### src/rtl/sum3_operand_collector_pkg.sv
// sum3_operand_collector_pkg
//   Shared types and constants for the 3-operand adder feeder.
//   - SUM3_W / SUM3_CNT_W : default operand and triplet-counter widths
//   - idx_t               : collection slot index; legal values are 0..2
//   - triplet_t           : three operands plus a "closed early" flag, the
//                           storage format of both the collection and output banks
package sum3_operand_collector_pkg;

  localparam int SUM3_W     = 4;
  localparam int SUM3_CNT_W = 8;

  localparam int SUM3_SLOTS = 3;

  typedef logic [1:0] idx_t;

  localparam idx_t IDX_LAST = 2'd2;

  typedef struct packed {
    logic [SUM3_SLOTS-1:0][SUM3_W-1:0] slot;     // slot[0] = first word
    logic                              partial;  // closed by flush before slot 2
  } triplet_t;

endpackage

### src/rtl/sum3_operand_collector.sv
// sum3_operand_collector
//   Groups a serial word stream into triplets and presents each triplet as
//   stable, registered operands for a combinational 3-operand adder.
//   Double-buffered: one bank collects while the other is held at the output.
//
// Ports
//   clk, rst      : clock (rising edge), asynchronous active-high reset
//   s_valid/ready : input word handshake; s_data is the word
//   s_flush       : with s_valid, closes the triplet early (empty slots -> 0)
//   op1..op3      : held operands, to adder in1..in3
//   out_valid     : op1..op3 hold a valid triplet; out_ready consumes it
//   out_partial   : current triplet was closed by a flush before its 3rd word
//   trip_cnt      : wrapping count of triplets loaded into the output bank
module sum3_operand_collector
  import sum3_operand_collector_pkg::*;
#(
  parameter int W     = SUM3_W,
  parameter int CNT_W = SUM3_CNT_W
) (
  input  logic             clk,
  input  logic             rst,
  input  logic             s_valid,
  output logic             s_ready,
  input  logic [W-1:0]     s_data,
  input  logic             s_flush,
  output logic [W-1:0]     op1,
  output logic [W-1:0]     op2,
  output logic [W-1:0]     op3,
  output logic             out_valid,
  input  logic             out_ready,
  output logic             out_partial,
  output logic [CNT_W-1:0] trip_cnt
);

  idx_t     idx;
  logic     col_full;
  triplet_t col_bank;
  triplet_t col_next;
  triplet_t out_bank;

  logic accept;
  logic close;
  logic transfer;

  // s_ready depends only on registers (and rst), never on s_valid/out_ready.
  assign s_ready  = !rst && !col_full;
  assign accept   = s_valid && s_ready;
  assign close    = accept && ((idx == IDX_LAST) || s_flush);
  // accept needs !col_full and transfer needs col_full, so they never coincide.
  assign transfer = col_full && (!out_valid || out_ready);

  always_comb begin
    col_next = col_bank;
    if (accept) begin
      col_next.slot[idx] = s_data;
      if (close) begin
        // Zero the slots the early close left unfilled.
        for (int j = 0; j < SUM3_SLOTS; j++) begin
          if (j > int'(idx)) col_next.slot[j] = '0;
        end
        col_next.partial = (idx != IDX_LAST);
      end
    end
  end

  always_ff @(posedge clk or posedge rst) begin
    if (rst) begin
      idx       <= '0;
      col_full  <= 1'b0;
      col_bank  <= '0;
      out_bank  <= '0;
      out_valid <= 1'b0;
      trip_cnt  <= '0;
    end else begin
      col_bank <= col_next;

      if (accept) begin
        if (close) begin
          idx      <= '0;
          col_full <= 1'b1;
        end else begin
          idx <= idx + 2'd1;
        end
      end else if (transfer) begin
        col_full <= 1'b0;
      end

      // A transfer in the same cycle as an output handshake replaces the
      // triplet directly, so out_valid stays high with no bubble.
      if (transfer) begin
        out_bank  <= col_bank;
        out_valid <= 1'b1;
        trip_cnt  <= trip_cnt + 1'b1;
      end else if (out_valid && out_ready) begin
        out_valid <= 1'b0;
      end
    end
  end

  assign op1         = out_bank.slot[0];
  assign op2         = out_bank.slot[1];
  assign op3         = out_bank.slot[2];
  assign out_partial = out_bank.partial;

  always @(posedge clk) begin
    if (!rst) begin
      assert (idx != 2'd3)
        else $error("sum3_operand_collector: illegal collection index 3");
    end
  end

endmodule

### config.mk
export PLATFORM = sky130hd
export DESIGN_NAME = sum3_operand_collector
export DESIGN_NICKNAME = d
export VERILOG_FILES = /design/src/rtl/sum3_operand_collector_pkg.sv /design/src/rtl/sum3_operand_collector.sv
export SDC_FILE = /design/constraint.sdc
export NUM_CORES = 1
export LEC_CHECK = 0
export BUFFER_PORTS_ARGS = -buffer_cell sky130_fd_sc_hd__buf_2
export CORE_MARGIN = 2
export CORE_UTILIZATION = 58
export DETAILED_ROUTE_END_ITERATION = 16
export PLACE_DENSITY = 0.83
export SETUP_SLACK_MARGIN = 0.5
export SYNTH_ARGS = -nofsm -noshare
export SYNTH_HDL_FRONTEND = slang
export SYNTH_SLANG_ARGS = --single-unit
### constraint.sdc
create_clock -name clk -period 3.88 [get_ports clk]
set_clock_uncertainty 0.1 [all_clocks]
set_input_delay 0.388 -clock clk [delete_from_list [all_inputs] [get_ports clk]]
set_output_delay 0.388 -clock clk [all_outputs]
set_load 0.05 [all_outputs]
==> flow_metrics.tcl <==
set metrics [dict create \
    synth-seq-cells 38 \
    tns_ns 0 \
    setup_viol 0 \
    worstPathRequired_ns 4.02 \
    clockBufferDepth 2 \
    crit_start "rst" \
    dp_cells 181 \
    final_area_um2 1940 \
    htree_levels 2 \
    antenna_found_initial 0 \
    cp_num_buf_inv 2 \
    synth_compound_area_share_pct 5.47 \
    p_int_mw 0.855 \
    hpwl_um 2120 \
    layout_min_cycle_time_ns 1.94 \
    power_density_nw_per_um2 773 \
    synth_fa_ha_area_share_pct 3.65 \
    path_depth 5 \
    finalPower_mw 1.50 \
    die_area_um2 3410 \
    grt_pass1_vias 1013 \
    peakVddDrop_uv 602 \
    synth_top_area_share_pct 55.5 \
    maxSlewHeadroom_pct 57.1 \
    regToRegEndpoint "col_bank[12]" \
    die_h_um 58.4 \
    syn_to_final_growth_pct 13.1 \
    crit_chain "dlygate4sd3_1 > buf_2 > nor3b_2 > o21ai_1 > a32o_1" \
    drive_above_1_share_pct 38.4 \
    netlist_area_um2 1710 \
    drc 0 \
    grt_pass1_wl_um 4890 \
    gp_congestion 0.856 \
    synth_top_family_by_area "multiplexers" \
    seqPwrFrac_pct 42.4 \
    endpoint_kind "register" \
    cts-root-buf "clkbuf_4" \
    layout_common_cells "dfrtp_1, buf_2, mux2_4" \
    final_nets 172 \
    worst_slew_pin_slew_ns 0.641 \
    avgViaCountPerCell 5.59 \
    drtIter0Drc 22 \
    synth_cells 123 \
    rsz0062_at_grt "false" \
    path_clk_slew_ns 0.11 \
    slew_viol_final 0 \
    setup_ws_ns 1.94 \
    ys_types 29 \
    finalCritPeriodShare_pct 50.0 \
    start_util_pct 61.6 \
    crit_family "buffers and inverters" \
    p_comb_share_pct 43.9 \
    synth.avg_cell_area_um2 13.9 \
    finalNonFillerCells 190 \
    core_area_um2 2780 \
    grt_usage_pct 19.7 \
    p_sw_share_pct 43.0 \
    cp_max_fo 13 \
    arrival_ns 2.08 \
    port_buffers 31 \
    ios 32 \
    synth_simple_gate_area_share_pct 11.2 \
    vias 1062 \
    r2r_cells 3 \
    diodes 0 \
    syn_nets 137 \
    max_stage_delay_ns 0.54 \
    endpoint "col_bank[12]" \
    ff2ff_setup_slack_ns 2.05 \
    outcome "finished, final reports clean" \
    ys_seq_area_share_pct 55.5 \
    p_sw_mw 0.645 \
    dieWidth_um 58.4 \
    final_common_cell "dfrtp_1" \
    synth_warnings 0 \
    clockPowerShare_pct 13.8 \
    row_count 19 \
    first_pass_iters 4 \
    hold_class "input port to register" \
    pre_cts_ws_ns 2.08 \
    muxShareOfSynthArea_pct 17.0 \
    max_cap_viol_count 0 \
    wl_um 2850 \
    ant_nets 0 \
    max_freq_mhz 515 \
    cts_tree "built" \
    synth-xor-area-share_pct 3.58 \
    worstSkewPairLatency_ns 0.34 \
    grt-ovfl-total 0 \
    cts_buffers 5 \
    synth_top_cell_by_area "dfrtp_1" \
    placed_cell_area_um2 1870 \
    r2r_start "col_full" \
    start_kind "input port" \
    grt_max_degree 29 \
    path_class "input port to register" \
    p_leak_nw 0.978 \
    postCtsSetupBuffers 0 \
    crit_path_top_delay_cell "nor3b_2" \
    wl_per_cell_um 15.0 \
    hold_violations 0 \
    hold_ws_ns 0.218 \
    synth_area_leaders "dfrtp_1, mux2_4, ha_1" \
    final_core_util_pct 69.7 \
    cts.sinks 38 \
]
[routing by layer]
layer / track usage [%] / up-vias / share of wire [%]
met3: 6.15 / 6 / 5.5
met5: 0 / - / 0
li1: - / 502 / -
met4: 8.64 / 0 / 1.7
met1: 28.1 / 527 / 47
met2: 27.8 / 27 / 46
[registers in the layout (all words and copies together) (netlist names)]
name / cells
op1: 4
trip_cnt: 8
op2: 4
out_partial: 1
col_full: 1
col_bank: 13
out_valid: 1
op3: 4
idx: 2
[synth_stat cells (all sizes together)]
master,number
nand4,4
o2bb2ai,1
nand4bb,1
nand2b,1
inv,4
a21oi,2
xnor2,7
dfrtp,38
o21ba,1
nor3b,2
mux2i,4
and3,1
and4bb,1
a32o,3
ha,5
nand2,3
and4,2
and2,2
nor2,7
nand3,4
buf,5
mux2,18
o21ai,7
[worst min-delay path by stage]
stage	endpoint	cells past startpoint	from
after floorplan	col_bank[10]	1	col_bank[10]
after CTS	col_bank[4]	2	s_data[3]
after global routing	col_bank[2]	2	s_data[1]
after global placement	col_full	2	rst
final	col_bank[2]	2	s_data[1]
after detailed placement	col_full	2	rst
[cell type report]
class                      count  area [µm²]
clock inverter                 1        5.00
tap                           31        38.8
fill                         203         842
multi-input combinational     76         702
inverter                       4        15.0
sequential                    38         951
clock buffer                   7        55.1
timing repair buffer          33         173
[power by group through the flow]
stage          registers [mW]  clock network, mW  logic, mW
2_1_floorplan           0.897                  0      0.259
3_3_place_gp            0.632                  0      0.645
3_5_place_dp            0.644                  0      0.662
4_1_cts                 0.635              0.214      0.664
5_1_grt                 0.656              0.234      0.701
6_report                0.635              0.207      0.658
[cells by family (layout without fill, tap and decap cells)]
family,Yosys count,after routing
buffers and inverters,9,45
adders and majority gates,5,5
muxes,22,22
DFF,38,38
AOI/OAI and AO/OA,14,14
xor gates and xnor gates,7,7
and+or+nand+nor,28,28
[repair_timing]
item	CTS	global route
hold buffers	1	0
hold endpoints to repair	10	0
resized for setup	0	0
No activity file was read; power rests on OpenSTA's default activity.
